==> config.mk <==
export PLATFORM = sky130hd
export DESIGN_NAME = ps2_kb_ctrl_flat
export DESIGN_NICKNAME = d
export VERILOG_FILES = /design/src/rtl/ps2_kb_ctrl_if.sv /design/src/rtl/ps2_kb_ctrl.sv /design/src/flat_wrapper.sv
export SDC_FILE = /design/constraint.sdc
export NUM_CORES = 1
export LEC_CHECK = 0
export CORE_AREA = 2 2 113 115
export CTS_CLUSTER_DIAMETER = 200
export DETAILED_ROUTE_END_ITERATION = 7
export DIE_AREA = 0 0 115 117
export MAX_ROUTING_LAYER = met4
export PLACE_DENSITY = 0.56
export REMOVE_ABC_BUFFERS = 1
export SYNTH_ARGS = -nofsm -noshare
export SYNTH_HDL_FRONTEND = slang
export SYNTH_SLANG_ARGS = --single-unit
export TNS_END_PERCENT = 30
==> constraint.sdc <==
create_clock -name clk -period 7.1 [get_ports clk]
set_clock_uncertainty 0.1 [all_clocks]
set_input_delay 0.71 -clock clk [delete_from_list [all_inputs] [get_ports clk]]
set_output_delay 0.71 -clock clk [all_outputs]
set_load 0.01 [all_outputs]
==> src/rtl/ps2_kb_ctrl_if.sv <==
// Write/notify port from the PS/2 keyboard front end to the memory map and interrupt logic.
interface ps2_kb_ctrl_if;
  logic [31:0] kb_wraddr;
  logic [31:0] kb_wrdata;
  logic        kb_we;
  logic        irq_req;
  logic        frame_err;

  modport master (
    output kb_wraddr,
    output kb_wrdata,
    output kb_we,
    output irq_req,
    output frame_err
  );

  modport slave (
    input kb_wraddr,
    input kb_wrdata,
    input kb_we,
    input irq_req,
    input frame_err
  );
endinterface

==> src/rtl/ps2_kb_ctrl.sv <==
// PS/2 keyboard receiver and scancode decoder: turns make/break/extended sequences into
// one 32-bit key-event word per key, written to the keyboard info register with an IRQ pulse.
module ps2_kb_ctrl #(
  parameter int unsigned FILTER_LEN     = 4,
  parameter int unsigned TIMEOUT_CYCLES = 50000,
  parameter logic [31:0] KB_INFO_ADDR   = 32'h0000_0000
) (
  input  logic            clk,
  input  logic            rst_n,
  input  logic            ps2_clk_i,
  input  logic            ps2_data_i,
  ps2_kb_ctrl_if.master   kb_if
);

  localparam int unsigned FiltW = $clog2(FILTER_LEN + 1);
  localparam int unsigned TimeW = $clog2(TIMEOUT_CYCLES + 1);

  typedef enum logic [1:0] {StIdle, StData, StParity, StStop} state_e;

  logic [1:0]       clk_sync_q, data_sync_q;
  logic [FiltW-1:0] filt_cnt_q;
  logic             clk_filt_q;
  logic             filt_accept, fall, din;

  state_e           state_q;
  logic [2:0]       bit_cnt_q;
  logic [7:0]       shreg_q;
  logic             par_q;
  logic [TimeW-1:0] tmo_q;
  logic             shift_q, caps_q, brk_q, ext_q;
  logic [31:0]      wrdata_q;
  logic             we_q, ferr_q;

  logic             pressed, shift_nx, caps_nx;
  logic [7:0]       ascii;

  assign din         = data_sync_q[1];
  assign filt_accept = (clk_sync_q[1] != clk_filt_q) && (filt_cnt_q == FiltW'(FILTER_LEN - 1));
  assign fall        = filt_accept && !clk_sync_q[1];

  // Idle bus is high on both lines, so synchronizers and filter reset to 1.
  always_ff @(posedge clk or negedge rst_n) begin
    if (!rst_n) begin
      clk_sync_q  <= 2'b11;
      data_sync_q <= 2'b11;
      filt_cnt_q  <= '0;
      clk_filt_q  <= 1'b1;
    end else begin
      clk_sync_q  <= {clk_sync_q[0], ps2_clk_i};
      data_sync_q <= {data_sync_q[0], ps2_data_i};
      if (clk_sync_q[1] == clk_filt_q) begin
        filt_cnt_q <= '0;
      end else if (filt_accept) begin
        clk_filt_q <= clk_sync_q[1];
        filt_cnt_q <= '0;
      end else begin
        filt_cnt_q <= filt_cnt_q + FiltW'(1);
      end
    end
  end

  function automatic logic [7:0] ascii_of(input logic [7:0] sc, input logic sh, input logic up);
    logic [7:0] lc;
    case (sc)
      8'h1C: lc = "a";  8'h32: lc = "b";  8'h21: lc = "c";  8'h23: lc = "d";
      8'h24: lc = "e";  8'h2B: lc = "f";  8'h34: lc = "g";  8'h33: lc = "h";
      8'h43: lc = "i";  8'h3B: lc = "j";  8'h42: lc = "k";  8'h4B: lc = "l";
      8'h3A: lc = "m";  8'h31: lc = "n";  8'h44: lc = "o";  8'h4D: lc = "p";
      8'h15: lc = "q";  8'h2D: lc = "r";  8'h1B: lc = "s";  8'h2C: lc = "t";
      8'h3C: lc = "u";  8'h2A: lc = "v";  8'h1D: lc = "w";  8'h22: lc = "x";
      8'h35: lc = "y";  8'h1A: lc = "z";
      default: lc = 8'h00;
    endcase
    if (lc != 8'h00) return up ? lc - 8'h20 : lc;
    case (sc)
      8'h16: return sh ? "!" : "1";
      8'h1E: return sh ? "@" : "2";
      8'h26: return sh ? "#" : "3";
      8'h25: return sh ? "$" : "4";
      8'h2E: return sh ? "%" : "5";
      8'h36: return sh ? "^" : "6";
      8'h3D: return sh ? "&" : "7";
      8'h3E: return sh ? "*" : "8";
      8'h46: return sh ? "(" : "9";
      8'h45: return sh ? ")" : "0";
      8'h29: return 8'h20;
      8'h5A: return 8'h0D;
      8'h66: return 8'h08;
      default: return 8'h00;
    endcase
  endfunction

  // Event fields computed from the byte held in the shift register during the STOP cycle.
  always_comb begin
    pressed  = ~brk_q;
    shift_nx = shift_q;
    caps_nx  = caps_q;
    if (!ext_q && (shreg_q == 8'h12 || shreg_q == 8'h59)) shift_nx = pressed;
    if (!ext_q && shreg_q == 8'h58 && pressed) caps_nx = ~caps_q;
    ascii = ext_q ? 8'h00 : ascii_of(shreg_q, shift_nx, shift_nx ^ caps_nx);
  end

  always_ff @(posedge clk or negedge rst_n) begin
    if (!rst_n) begin
      state_q   <= StIdle;
      bit_cnt_q <= '0;
      shreg_q   <= '0;
      par_q     <= 1'b0;
      tmo_q     <= '0;
      shift_q   <= 1'b0;
      caps_q    <= 1'b0;
      brk_q     <= 1'b0;
      ext_q     <= 1'b0;
      wrdata_q  <= '0;
      we_q      <= 1'b0;
      ferr_q    <= 1'b0;
    end else begin
      we_q   <= 1'b0;
      ferr_q <= 1'b0;
      if (state_q != StIdle && !fall && tmo_q == TimeW'(TIMEOUT_CYCLES)) begin
        ferr_q  <= 1'b1;
        state_q <= StIdle;
        tmo_q   <= '0;
      end else begin
        if (state_q != StIdle) tmo_q <= fall ? '0 : tmo_q + TimeW'(1);
        if (fall) begin
          unique case (state_q)
            StIdle: begin
              if (!din) begin
                state_q   <= StData;
                bit_cnt_q <= '0;
                tmo_q     <= '0;
              end else begin
                ferr_q <= 1'b1;
              end
            end
            StData: begin
              shreg_q   <= {din, shreg_q[7:1]};
              bit_cnt_q <= bit_cnt_q + 3'd1;
              if (bit_cnt_q == 3'd7) state_q <= StParity;
            end
            StParity: begin
              par_q   <= din;
              state_q <= StStop;
            end
            StStop: begin
              state_q <= StIdle;
              if (din && (^{shreg_q, par_q})) begin
                if (shreg_q == 8'hE0) begin
                  ext_q <= 1'b1;
                end else if (shreg_q == 8'hF0) begin
                  brk_q <= 1'b1;
                end else begin
                  shift_q  <= shift_nx;
                  caps_q   <= caps_nx;
                  wrdata_q <= {pressed, ext_q, shift_nx, caps_nx, 12'h000, ascii, shreg_q};
                  we_q     <= 1'b1;
                  brk_q    <= 1'b0;
                  ext_q    <= 1'b0;
                end
              end else begin
                ferr_q <= 1'b1;
              end
            end
            default: state_q <= StIdle;
          endcase
        end
      end
    end
  end

  assign kb_if.kb_wraddr = KB_INFO_ADDR;
  assign kb_if.kb_wrdata = wrdata_q;
  assign kb_if.kb_we     = we_q;
  assign kb_if.irq_req   = we_q;
  assign kb_if.frame_err = ferr_q;

endmodule

==> src/flat_wrapper.sv <==
// flat-port wrapper written by rule: the top's interface ports become plain ports
module ps2_kb_ctrl_flat 
#(
  parameter int unsigned FILTER_LEN     = 4,
  parameter int unsigned TIMEOUT_CYCLES = 50000,
  parameter logic [31:0] KB_INFO_ADDR   = 32'h0000_0000
)
  (clk, rst_n, ps2_clk_i, ps2_data_i, kb_if_kb_wraddr, kb_if_kb_wrdata, kb_if_kb_we, kb_if_irq_req, kb_if_frame_err);
  ps2_kb_ctrl_if kb_if_i ();
  input  logic clk;
  input  logic rst_n;
  input  logic ps2_clk_i;
  input  logic ps2_data_i;
  output wire logic [$bits(kb_if_i.kb_wraddr)-1:0] kb_if_kb_wraddr;
  output wire logic [$bits(kb_if_i.kb_wrdata)-1:0] kb_if_kb_wrdata;
  output wire logic [$bits(kb_if_i.kb_we)-1:0] kb_if_kb_we;
  output wire logic [$bits(kb_if_i.irq_req)-1:0] kb_if_irq_req;
  output wire logic [$bits(kb_if_i.frame_err)-1:0] kb_if_frame_err;
  assign kb_if_kb_wraddr = kb_if_i.kb_wraddr;
  assign kb_if_kb_wrdata = kb_if_i.kb_wrdata;
  assign kb_if_kb_we = kb_if_i.kb_we;
  assign kb_if_irq_req = kb_if_i.irq_req;
  assign kb_if_frame_err = kb_if_i.frame_err;
  ps2_kb_ctrl #(.FILTER_LEN(FILTER_LEN), .TIMEOUT_CYCLES(TIMEOUT_CYCLES), .KB_INFO_ADDR(KB_INFO_ADDR)) u_core (.clk(clk), .rst_n(rst_n), .ps2_clk_i(ps2_clk_i), .ps2_data_i(ps2_data_i), .kb_if(kb_if_i));
endmodule
==> impl_metrics.py <==
metrics = {
    "status": {
        "outcome": "finished, final reports clean",
    },
    "synth": {
        "ys_types": 72,
        "synthCells": 511,
        "synth_flop_cell": "dfrtp_1",
        "async_flop_share": 1.000,
        "synth_compound_area_frac": 0.1812,
        "synth_edf_count": 0,
        "synth_fa_ha_area_frac": 0.05257,
        "synthTopCellsByArea": "dfrtp_1, buf_4, ha_1",
        "synth_top_area_frac": 0.3154,
        "synth_top_cell_by_area": "dfrtp_1",
        "yosys.area_share.xor_xnor": 0.02905,
        "yosysWarnings": 0,
        "avgSynthCellArea_um2": 8.849,
        "ys_seq_area_frac": 0.3445,
        "synthSimpleGateAreaFrac": 0.2239,
        "synth-seq-cells": 62,
        "synthMuxAreaShare": 0.04400,
        "netlist_area_um2": 4522,
        "synth_top_family_by_area": "simple AND/OR/NAND/NOR gates",
    },
    "layout": {
        "diodes": 0,
        "final_area_um2": 4956,
        "drive_gt1_frac": 0.09351,
        "register_area_um2": 1558,
        "fin_cells": 674,
        "area_growth_pct": 9.601,
        "fin_util": 0.4025,
        "multi_input_area_um2": 2571,
        "nFillCells": 1230,
        "nets": 542,
    },
    "die": {
        "ios": 71,
        "coreArea_um2": 12310,
        "num_rows": 41,
        "die_area_um2": 13460,
        "start_util": 0.3673,
        "die_h_um": 117,
        "dieWidth_um": 115,
    },
    "route": {
        "vias_per_cell": 5.496,
        "first_iter_violations": 281,
        "routed_wl_um": 10710,
        "route.detailed.drc": 0,
        "ant_nets": 0,
        "num_vias": 3704,
        "wl_per_cell_um": 15.89,
        "drtPass1Iterations": 6,
    },
    "placed_design": {
        "gp_congestion": 0.8788,
        "dp.cells": 658,
        "hpwl_um": 7285,
        "port_buffers": 26,
        "dpl-instance-area_um2": 4658,
        "place_ws_ns": 3.450,
    },
    "timing": {
        "period_share": 0.5164,
        "finalSetupTns_ns": 0,
        "period_minus_slack_ns": 3.667,
        "max_slew_margin": 0.2217,
        "holdWs_ns": 0.2552,
        "finalMaxSlewViolations": 0,
        "tightest_slew_ns": 1.167,
        "setup_viol": 0,
        "worst_slack_ns": 3.433,
        "rsz0062_at_grt": "no",
        "max_freq_mhz": 272.7,
        "hold_viol": 0,
    },
    "clocking": {
        "clock_latency_ns": 0.34,
        "tritoncts.num_buffers": 9,
        "clk_pin_slew_worst_paths_ns": 0.06,
        "hold_buffers": 0,
        "cts.sinks": 62,
        "clock_path_buffers": 2,
        "clk_root_buffer_cell": "clkbuf_16",
        "cts_tree": "yes",
        "postCtsSetupRepairBufs": 0,
        "cts.htree.levels": 3,
        "cts_resized": 0,
    },
    "grt": {
        "gr-total-overflow": 0,
        "grt_pass1_wl_um": 18090,
        "grt_usage": 0.1766,
        "grt_max_degree": 63,
        "grt_antenna_before_repair": 0,
        "grt_pass1_vias": 3579,
    },
    "critical_path": {
        "cp.required_ns": 7.22,
        "cp-start-kind": "flop",
        "path_class": "flop to flop",
        "cp-end-kind": "flop",
        "worst-path-max-fanout": 39,
        "cp_data_arrival_time_ns": 3.79,
    },
    "pwr": {
        "ir_drop_uv": 177.9,
        "leakage_nw": 2.135,
        "p_total_mw": 1.002,
        "power.density_nw_per_um2": 202.1,
    },
    "hold_path": {
        "hold_class": "flop to flop",
    },
    "flow_run": {
        "cap_violations": 0,
    },
}
## cells by family after synthesis
kind of cell	count (synthesis)
simple gates	185
compound gates	120
buf+inv	91
flops	62
fa+ha+maj	19
mux	18
xor+xnor	15
other cells	1
## final cells by class
cell class / count / share of cell area
Inverter: 15 / 0.01136
Timing Repair Buffer: 30 / 0.05756
Clock inverter: 7 / 0.01464
Tap cell: 150 / 0.03787
Multi-Input combinational cell: 401 / 0.5188
Clock buffer: 9 / 0.04544
Sequential cell: 62 / 0.3143
## metal layers
layer	track usage	up-vias	wire length (µm)
met5	-	-	0
met2	0.2882	124	5261
li1	-	1762	-
met1	0.2098	1797	4591
met4	0.07550	0	316
met3	0.04171	21	543
## worst paths after layout
check	end	startpoint	cells after the start	slack, ns
worst max-delay path	u_core.kb_if.kb_wrdata[13]	u_core.shreg_q[2]	7	3.43
worst min-delay path	u_core.clk_sync_q[1]	u_core.clk_sync_q[0]	0	0.26
worst max register to register	u_core.kb_if.kb_wrdata[13]	u_core.shreg_q[2]	7	3.43
worst min register to register	u_core.clk_sync_q[1]	u_core.clk_sync_q[0]	0	0.26
max in group asynchronous	u_core.kb_if.kb_wrdata[11]	rst_n	2	5.93
min in group asynchronous	u_core.kb_if.kb_wrdata[0]	rst_n	2	0.42
## cell usage after synthesis (all sizes together), types with 3 or more instances
cell type	number
a221oi	3
inv	15
nor3b	5
nand3	11
or4	5
o221ai	3
o21a	6
a21boi	3
and2	4
mux2i	6
nor4	4
nor2	39
o211a	4
or3	3
a22oi	4
dfrtp	57
xor2	8
a32o	5
nor3	8
nand4	9
buf	60
o31ai	7
a31oi	5
and4	3
xnor2	7
nor2b	9
nor4b	3
nand2b	10
and3	8
o211ai	6
nand3b	6
or3b	4
clkbuf	16
nand2	45
ha	19
dfstp	5
o21ai	32
a21oi	21
mux2	12
## power by group
group          internal (mW)  switching [mW]  leakage, nW
sequential             0.381          0.0258        0.841
clock                  0.272           0.175        0.142
combinational         0.0522          0.0964         1.15
total                  0.705           0.297         2.14
## worst max-delay path, cell delays in order (launching register included)
cell	delay, ns
dfrtp_1	1.11
inv_1	0.31
ha_1	0.29
o211ai_1	0.16
o221ai_1	0.22
or4_4	0.55
or4_1	0.52
a32o_1	0.29
## cell usage in the layout (no fill, tap or decap), types with 5 or more instances in the layout
cell type / count
nand4_1: 9
and3_1: 8
o211ai_1: 6
nand2_1: 45
a32o_1: 5
dfstp_2: 5
o21a_1: 6
nor2b_1: 8
dfrtp_1: 57
mux2_2: 10
nand2b_1: 10
nand3b_1: 6
conb_1: 44
xnor2_1: 7
a31oi_1: 5
clkbuf_16: 9
o31ai_1: 7
mux2i_1: 6
nor3b_1: 5
nand3_1: 11
a21oi_1: 21
o21ai_0: 31
nor2_1: 39
clkdlybuf4s50_1: 25
nor3_1: 7
inv_1: 15
xor2_1: 8
ha_1: 19
## sequential cells by signal, summed over array words and instances (netlist names)
name / cells
u_core.kb_if.kb_wrdata: 20
u_core.tmo_q: 16
u_core.shreg_q: 8
u_core.bit_cnt_q: 3
u_core.filt_cnt_q: 3
u_core.clk_sync_q: 2
u_core.data_sync_q: 2
u_core.state_q: 2
u_core.brk_q: 1
u_core.clk_filt_q: 1
u_core.ext_q: 1
u_core.kb_if.frame_err: 1
u_core.kb_if.irq_req: 1
u_core.par_q: 1
Note: power is estimated with default switching activity, not from simulation.
